[src/rtl/approx_err_monitor.sv]
// Measures the error of an 8x8 approximate multiplier over a fixed-length run of samples.
// A sample is registered, compared with the exact product, then accumulated; results are held in DONE until the next start.
module approx_err_monitor #(
  parameter int NUM_SAMPLES = 256,
  parameter int SUM_W       = 32
) (
  input  logic             clk,
  input  logic             rst_n,
  input  logic             start,
  input  logic             in_valid,
  output logic             in_ready,
  input  logic [7:0]       in_a,
  input  logic [7:0]       in_b,
  input  logic [15:0]      in_y,
  output logic             busy,
  output logic             done,
  output logic [SUM_W-1:0] err_sum,
  output logic [15:0]      err_max,
  output logic [15:0]      err_cnt,
  output logic [15:0]      sample_cnt
);

  localparam logic [15:0] NS = 16'(NUM_SAMPLES);

  typedef enum logic [1:0] {
    IDLE = 2'd0,
    RUN  = 2'd1,
    DONE = 2'd2
  } state_t;

  state_t state_q;
  logic   busy_q, done_q;

  logic             s1_vld_q, s1_vld_d;
  logic [7:0]       a_q, a_d, b_q, b_d;
  logic [15:0]      y_q, y_d;
  logic             s2_vld_q, s2_vld_d;
  logic [15:0]      ed_q, ed_d;
  logic [SUM_W-1:0] err_sum_q, err_sum_d;
  logic [15:0]      err_max_q, err_max_d;
  logic [15:0]      err_cnt_q, err_cnt_d;
  logic [15:0]      sample_cnt_q, sample_cnt_d;

  logic             xfer;
  logic             start_ok;
  logic [15:0]      exact;
  logic signed [16:0] diff, diff_neg;
  logic [SUM_W:0]   sum_ext;

  assign in_ready = busy_q && (sample_cnt_q < NS);
  assign xfer     = in_valid && in_ready;
  assign start_ok = start && (state_q != RUN);

  assign exact    = {8'd0, a_q} * {8'd0, b_q};
  assign diff     = $signed({1'b0, exact}) - $signed({1'b0, y_q});
  assign diff_neg = -diff;
  assign sum_ext  = {1'b0, err_sum_q} + {{(SUM_W - 15){1'b0}}, ed_q};

  always_comb begin
    s1_vld_d     = xfer;
    a_d          = a_q;
    b_d          = b_q;
    y_d          = y_q;
    s2_vld_d     = s1_vld_q;
    ed_d         = ed_q;
    err_sum_d    = err_sum_q;
    err_max_d    = err_max_q;
    err_cnt_d    = err_cnt_q;
    sample_cnt_d = sample_cnt_q;

    if (xfer) begin
      a_d          = in_a;
      b_d          = in_b;
      y_d          = in_y;
      sample_cnt_d = sample_cnt_q + 16'd1;
    end

    if (s1_vld_q) begin
      ed_d = diff[16] ? diff_neg[15:0] : diff[15:0];
    end

    if (s2_vld_q) begin
      err_sum_d = sum_ext[SUM_W] ? {SUM_W{1'b1}} : sum_ext[SUM_W-1:0];
      if (ed_q > err_max_q) begin
        err_max_d = ed_q;
      end
      if (ed_q != 16'd0 && err_cnt_q != 16'hFFFF) begin
        err_cnt_d = err_cnt_q + 16'd1;
      end
    end

    // A new run wipes the previous results on the same edge it enters RUN.
    if (start_ok) begin
      s1_vld_d     = 1'b0;
      s2_vld_d     = 1'b0;
      err_sum_d    = '0;
      err_max_d    = '0;
      err_cnt_d    = '0;
      sample_cnt_d = '0;
    end
  end

  always_ff @(posedge clk or negedge rst_n) begin
    if (!rst_n) begin
      s1_vld_q     <= 1'b0;
      a_q          <= '0;
      b_q          <= '0;
      y_q          <= '0;
      s2_vld_q     <= 1'b0;
      ed_q         <= '0;
      err_sum_q    <= '0;
      err_max_q    <= '0;
      err_cnt_q    <= '0;
      sample_cnt_q <= '0;
    end else begin
      s1_vld_q     <= s1_vld_d;
      a_q          <= a_d;
      b_q          <= b_d;
      y_q          <= y_d;
      s2_vld_q     <= s2_vld_d;
      ed_q         <= ed_d;
      err_sum_q    <= err_sum_d;
      err_max_q    <= err_max_d;
      err_cnt_q    <= err_cnt_d;
      sample_cnt_q <= sample_cnt_d;
    end
  end

  // DONE is entered only after the last sample has left both pipeline stages.
  always_ff @(posedge clk or negedge rst_n) begin
    if (!rst_n) begin
      state_q <= IDLE;
      busy_q  <= 1'b0;
      done_q  <= 1'b0;
    end else begin
      case (state_q)
        IDLE, DONE: begin
          if (start) begin
            state_q <= RUN;
            busy_q  <= 1'b1;
            done_q  <= 1'b0;
          end
        end
        RUN: begin
          if (sample_cnt_q == NS && !s1_vld_q && !s2_vld_q) begin
            state_q <= DONE;
            busy_q  <= 1'b0;
            done_q  <= 1'b1;
          end
        end
        default: begin
          state_q <= IDLE;
          busy_q  <= 1'b0;
          done_q  <= 1'b0;
        end
      endcase
    end
  end

  assign busy       = busy_q;
  assign done       = done_q;
  assign err_sum    = err_sum_q;
  assign err_max    = err_max_q;
  assign err_cnt    = err_cnt_q;
  assign sample_cnt = sample_cnt_q;

endmodule

[config.mk]
export PLATFORM = sky130hd
export DESIGN_NAME = approx_err_monitor
export DESIGN_NICKNAME = d
export VERILOG_FILES = /design/src/rtl/approx_err_monitor.sv
export SDC_FILE = /design/constraint.sdc
export NUM_CORES = 1
export LEC_CHECK = 0
export CAP_MARGIN = 20
export CORE_AREA = 2 2 186 188
export CTS_CLUSTER_DIAMETER = 80
export DETAILED_ROUTE_END_ITERATION = 6
export DIE_AREA = 0 0 188 190
export GPL_ROUTABILITY_DRIVEN = 0
export SLEW_MARGIN = 30
export SYNTH_ARGS = -nofsm -noshare
export SYNTH_HDL_FRONTEND = slang
export SYNTH_SLANG_ARGS = --single-unit
[constraint.sdc]
create_clock -name clk -period 5.4 [get_ports clk]
set_input_delay 1.08 -clock clk [delete_from_list [all_inputs] [get_ports clk]]
set_output_delay 1.08 -clock clk [all_outputs]
set_load 0.05 [all_outputs]
==> metrics.md, run 1 <==
| Metric | Value |
|---|---|
| Hold_sp | `state_q[0]` |
| DRT Pass-1 Iters | `5` |
| IO Count | `119` |
| Grt total ovfl | `0` |
| Post-route antenna net violation count | `0` |
| Synthesized instance count | `approximately 1100` |
| Share of cells above drive strength 1 | `0.0905` |
| Top cell family by delay on the critical path | `adder cells` |
| Fill count | `3441` |
| Final setup viols | `0` |
| Final Hold Vio Count | `0` |
| Buf/Inv on CP | `5` |
| H-tree levels | `4` |
| Cell Area, Placed | `11700 um^2` |
| Crit. Startpoint | `a_q[4]` |
| Tot GR Track Use | `0.142` |
| Post-synth EDFFs | `0` |
| Setup Crit Path Kind | `reg2reg` |
| Row count | `68` |
| Die width | `188 um` |
| ANT cells | `0` |
| Die footprint | `35700 um^2` |
| Avg WL per Cell | `15.0 um` |
| DRC | `0` |
| Clk Latency, worst-skew pair | `between 400 and 500 ps` |
| Clk buf depth | `2` |
| Placed wire-length estimate | `18.7 mm` |
| Count of state elements after synthesis | `roughly 130` |
| Max Fclk | `around 190 MHz` |
| Core Box Area | `33900 um^2` |
| Final instance area | `around 12000 um^2` |
| Initial Util | `0.293` |
| Worst slew pin tran | `approximately 950 ps` |
| Worst clock skew | `~29 ps` |
| Synth Flop Type | `dfrtp_1` |
| Die H | `190 um` |
| Fraction of registers with async set/reset | `1.00` |
| Post-route insts no fill | `1660` |
| Avg Inst Size Synth | `just over 9 um^2` |
| Synthesized area | `9950 um^2` |
| Initial drt markers | `419` |
| Nets | `1357` |
| Register area share after synthesis | `0.335` |
| Dpl cells | `between 1500 and 2000` |
| Setup crit end kind | `register` |
| Vias in the first global route | `~8000` |
| First-pass GRT wire length | `40.9 mm` |
| CTS tree | `done` |
| Initial antenna violation count | `0` |
| Root buf cell | `clkbuf_16` |
| Run status | `finished clean` |
| Via count | `8111` |
| CP Max Fanout | `8` |
| Largest net degree at the start of global routing | `98` |
| Worst Path Arrival | `5550 ps` |
| Ys Warns | `0` |
| Port Buffers | `118` |
| Fin crit share | `0.968` |
| CTS Sinks | `about 130` |
| WL final | `25.0 mm` |
| PnR worst setup slack | `172 ps` |
| Area growth, synth to finish | `24.8%` |
| Rel. slew slack | `0.364` |
| CTS Buf Count | `17` |
| Max Cap Violations | `0` |
| Worst R2R Start | `a_q[4]` |
| Via density | `4.89` |
| Post-placement worst setup slack | `141 ps` |
| Mapped Nets | `1243` |
| Hold/Removal Path Class | `reg2reg` |
| Max incr delay on CP | `~530 ps` |
| Crit path cell chain | `and2_4, fa_1, inv_1, fa_1, inv_1, fa_1, inv_1, fa_1, inv_1, ha_2, or3_4, and3_4, a22o_1, a31oi_1, a21oi_2, xor2_2, clkbuf_16, or3_1, a31o_1` |
| R2r setup slk | `170 ps` |
| Yosys cell types | `66` |
| CP required | `5720 ps` |
| Clk slew on worst S/H paths | `80 ps` |
| Crit start category | `register` |
| Final slew viol count | `0` |
| Worst path slowest cell | `fa_1` |
| Crit path time final | `~5200 ps` |
-- stage by stage --
step	utilization	TNS (ps)	hold slack [ps]
after global placement	0.344	0	476
after floorplan	-	0	458
after detailed placement	0.344	0	489
after global routing	0.366	-35.8	533
after CTS	0.362	0	495
final	0.366	0	503
-- cell type report --
type                            instances  area, um^2  share of cell area
Clock buffer                           17         425              0.0343
Clock inverter                         15         213              0.0171
Inverter                              121         454              0.0366
Multi-Input combinational cell        780        6050               0.487
Sequential cell                       133        3340               0.269
Tap cell                              455         569              0.0459
Timing Repair Buffer                  139        1370               0.110
-- cells in the final DEF, fill, tap and decap left out, types with 7 or more instances in the layout --
| master | instances |
|---|---|
| a211oi_1 | 11 |
| nor2_1 | 54 |
| xor2_1 | 22 |
| clkbuf_16 | 18 |
| clkdlybuf4s50_1 | 117 |
| nand2_1 | 81 |
| a311oi_1 | 9 |
| fa_1 | 51 |
| buf_4 | 18 |
| a21oi_1 | 58 |
| or3_1 | 16 |
| dfrtp_2 | 7 |
| nand3_1 | 27 |
| xnor2_1 | 18 |
| a31oi_1 | 27 |
| and2_1 | 52 |
| o21a_1 | 10 |
| mux2_2 | 22 |
| and3_1 | 19 |
| dfrtp_1 | 126 |
| nor3_1 | 10 |
| o21ai_0 | 71 |
| nor4_1 | 7 |
| ha_1 | 74 |
| inv_1 | 121 |
| a21o_1 | 19 |
| nand4_1 | 19 |
| nand2b_1 | 7 |
-- worst paths after layout --
path / to / cells after the start
worst max-delay path: ed_q[3] / 19
worst min-delay path: busy / 1
worst min register to register: busy / 1
worst max register to register: ed_q[3] / 19
min in group asynchronous: err_sum[11] / 1
max in group asynchronous: err_cnt[15] / 2
-- repair_timing --
item                       4_1_cts  5_1_grt
setup endpoints to repair        0        9
setup buffers                    0        3
hold buffers                     0        0
resized for setup                0       22
-- synth_stat cells (6+ instances only) --
library cell / instances / area share
and2_1: 55 / 0.035
o21ai_0: 72 / 0.036
inv_1: 121 / 0.046
fa_1: 51 / 0.10
nand2_1: 81 / 0.031
o31ai_1: 6 / 0.0045
xnor2_1: 18 / 0.016
nand2b_1: 7 / 0.0044
a21oi_1: 59 / 0.030
ha_1: 78 / 0.098
a41oi_1: 6 / 0.0053
dfrtp_1: 133 / 0.33
a211oi_1: 11 / 0.0083
nand3_1: 27 / 0.014
nor3_1: 10 / 0.0050
a21o_1: 19 / 0.014
nor2_1: 54 / 0.020
or3_1: 16 / 0.010
a311oi_1: 9 / 0.0079
o21a_1: 10 / 0.0075
nor4_1: 7 / 0.0044
clkbuf_1: 35 / 0.013
and3_1: 20 / 0.013
xor2_1: 23 / 0.020
o211ai_1: 6 / 0.0045
a31oi_1: 27 / 0.017
nand4_1: 19 / 0.012
mux2_2: 22 / 0.025
-- sequential cells by signal, indices dropped and copies added, names as in the netlist --
signal      cells
err_sum        32
ed_q           16
err_cnt        16
err_max        16
sample_cnt     16
y_q            16
a_q             8
b_q             8
state_q         2
busy            1
s1_vld_q        1
s2_vld_q        1
-- per-layer routing --
| layer | global-route usage | part of all wire | vias to the layer above |
|---|---|---|---|
| li1 | - | - | 3981 |
| met1 | 0.188 | 0.47 | 3910 |
| met2 | 0.235 | 0.47 | 196 |
| met3 | 0.0299 | 0.044 | 24 |
| met4 | 0.0354 | 0.014 | 0 |
| met5 | 0 | 0 | - |
-- logic make-up (layout without fill, tap and decap cells) --
kind of cell | after synthesis | count (layout) | synth area share
adders and majority gates | 129 | 129 | 0.201
xor gates and xnor gates | 41 | 41 | 0.0361
buffers and inverters | 165 | 292 | 0.0629
AOI/OAI and AO/OA | 262 | 262 | 0.167
and+or+nand+nor | 324 | 324 | 0.171
DFF | 133 | 133 | 0.335
muxes | 24 | 24 | 0.0269
Power of run 1 is not shown: default switching activity piles up to over one toggle a cycle in this logic, so the estimate is an artifact.
==> run 2, diff against run 1 <==
- CORE_AREA: 2 2 186 188 -> 2 2 152 154
- DIE_AREA: 0 0 188 190 -> 0 0 154 156
- PLACE_DENSITY: not set -> 0.68
==> metrics.md, run 2 (synthesis gave the netlist of run 1 again) <==
| Metric | Value |
|---|---|
| Run status | `finished clean` |
| Worst clock skew | `15.2 ps (-13.6 ps)` |
| H-tree levels | `4 (unchanged)` |
| Largest net degree at the start of global routing | `96 (-2.0%)` |
| Worst Path Arrival | `5510 ps (-40 ps)` |
| Final setup viols | `0 (unchanged)` |
| RSZ-0062 raised after global routing | `no` |
| Initial drt markers | `387 (-7.6%)` |
| First-pass GRT wire length | `39.6 mm (-3.2%)` |
| Fill count | `1965 (-43%)` |
| Initial Util | `0.445 (+0.152)` |
| RR Endpoint | `ed_q[3]` |
| R2r setup slk | `200 ps (+30 ps)` |
| Commonest non-fill, non-tap cells in the layout | `dfrtp_1, inv_1, clkdlybuf4s50_1, nand2_1, ha_1` |
| WL final | `24.1 mm (-3.3%)` |
| IO Count | `119 (unchanged)` |
| Row count | `55 (-19%)` |
| Crit. Startpoint | `a_q[4]` |
| Post-route antenna net violation count | `0 (unchanged)` |
| Crit path time final | `5200 ps (-25.7 ps)` |
| Clk Latency, worst-skew pair | `430 ps (about the same)` |
| Port Buffers | `118 (unchanged)` |
| CTS Buf Count | `17 (unchanged)` |
| Setup Crit Path Kind | `reg2reg` |
| Final slew viol count | `0 (unchanged)` |
| Area occupied by multi-input gates | `6030 um^2 (-0.31%)` |
| Via count | `8144 (+0.41%)` |
| Clk buf depth | `2 (unchanged)` |
| Die H | `156 um (-18%)` |
| Worst slew pin tran | `796 ps (-152 ps)` |
| DRT Pass-1 Iters | `5 (unchanged)` |
| Setup TNS | `0 ps (unchanged)` |
| CP Capture Point | `ed_q[3]` |
| Fin crit share | `0.963 (-0.00476)` |
| Tot GR Track Use | `0.203 (+0.0614)` |
| Core Box Area | `22400 um^2 (-34%)` |
| R2R depth | `18 (-1)` |
| Grt total ovfl | `0 (unchanged)` |
| Max reg flops | `32 (unchanged)` |
| Flip-flop and latch area | `3340 um^2 (about the same)` |
| Max Cap Violations | `0 (unchanged)` |
| CTS tree | `done` |
| Max Fclk | `192 MHz (+0.49%)` |
| CP Max Fanout | `21 (+13)` |
| Via density | `5.46 (+12%)` |
| Worst R2R Start | `a_q[4]` |
| DRC | `0 (unchanged)` |
| Initial antenna violation count | `0 (unchanged)` |
| Die width | `154 um (-18%)` |
| Area growth, synth to finish | `22.6%` |
| ANT cells | `0 (unchanged)` |
| Die footprint | `24000 um^2 (-33%)` |
| Rel. slew slack | `0.469 (+0.106)` |
| Hold/Removal Path Class | `reg2reg` |
| CTS Sinks | `133 (unchanged)` |
| Share of cells above drive strength 1 | `0.0862 (-0.00422)` |
| Placed wire-length estimate | `18.0 mm (-3.8%)` |
| Vias in the first global route | `8033 (+1.0%)` |
| Nets | `1358 (+0.074%)` |
| CP required | `5710 ps (about the same)` |
| Final Hold Vio Count | `0 (unchanged)` |
| Commonest non-fill, non-tap cell in the layout | `dfrtp_1` |
| Root buf cell | `clkbuf_16` |
| Avg WL per Cell | `16.2 um (+7.6%)` |
| Setup crit end kind | `register` |
| Crit start category | `register` |
| Clk slew on worst S/H paths | `60 ps (-20 ps)` |
## run 2: cell types whose count changed in the layout (fill, tap and decap cells not counted), moves of 2 or more
| cell | previous run | this run |
|---|---|---|
| clkinv_4 | 1 | 4 |
| clkbuf_8 | 1 | 4 |
| a21boi_2 | 2 | 0 |
| o21ai_1 | 6 | 4 |
| o21ai_2 | 0 | 2 |
| buf_6 | 2 | 0 |
| a21boi_1 | 1 | 3 |
| inv_6 | 6 | 3 |
| buf_4 | 18 | 21 |
## run 2: layout make-up
type / instances / area share
timing repair buffer: 140 / 0.112
clock buffer: 20 / 0.0383
tap: 285 / 0.0292
multi-input combinational: 780 / 0.494
inverter: 121 / 0.0373
clock inverter: 12 / 0.0155
sequential: 133 / 0.274
## run 2: metrics by stage
stage	utilization	instance area [um^2]	hold slack (ps)	setup slack, ps	std cells
final	0.545	12200	495	197	1491
after global routing	0.545	12200	539	23.5	1491
after CTS	0.541	12100	502	100	1484
after detailed placement	0.512	11400	486	102	1452
after global placement	0.512	11400	490	194	1452
after floorplan	-	9950	458	372	1078
## run 2: how the worst min path moves through the flow
stage | start | end | slack (ps) | cells past startpoint
global placement | sample_cnt[10] | sample_cnt[10] | 490 | 1
CTS | state_q[0] | busy | 500 | 1
global route | state_q[0] | busy | 540 | 1
floorplan | state_q[0] | busy | 460 | 1
finish | state_q[0] | busy | 490 | 1
detailed placement | state_q[0] | busy | 490 | 1
## run 2: metal layers
metal,GRT usage,part of all wire,vias to the layer above
li1,-,-,3983
met1,0.256,0.45,3951
met2,0.349,0.49,182
met3,0.0442,0.048,28
met4,0.0623,0.014,0
met5,0,0,-
## run 2: worst max-delay path, stage by stage, from the launching register on
cell and delay (ps):
dfrtp_1 400, buf_4 170, and2_1 150, fa_1 560, fa_1 450, fa_1 550, inv_1 60, fa_1 520
inv_1 40, ha_2 210, or3_4 360, and3_1 190, a22o_1 210, a31oi_1 180, a21oi_2 100, xor2_1 190
buf_12 180, or3_1 340, a31o_1 210
## run 2: what timing repair did
action                     CTS  global route
buffers inserted             0             7
gates resized for setup      0            13
setup endpoints to repair    0             9
hold buffers                 0             0
Power of run 2 is left out for the same reason.
==> run 3, diff against run 2 <==
- HOLD_SLACK_MARGIN: not set -> 0.1
==> results of run 3 <==
The final DEF is identical to that of run 2; final timing and power are the same.
Power of run 3 is left out for the same reason.
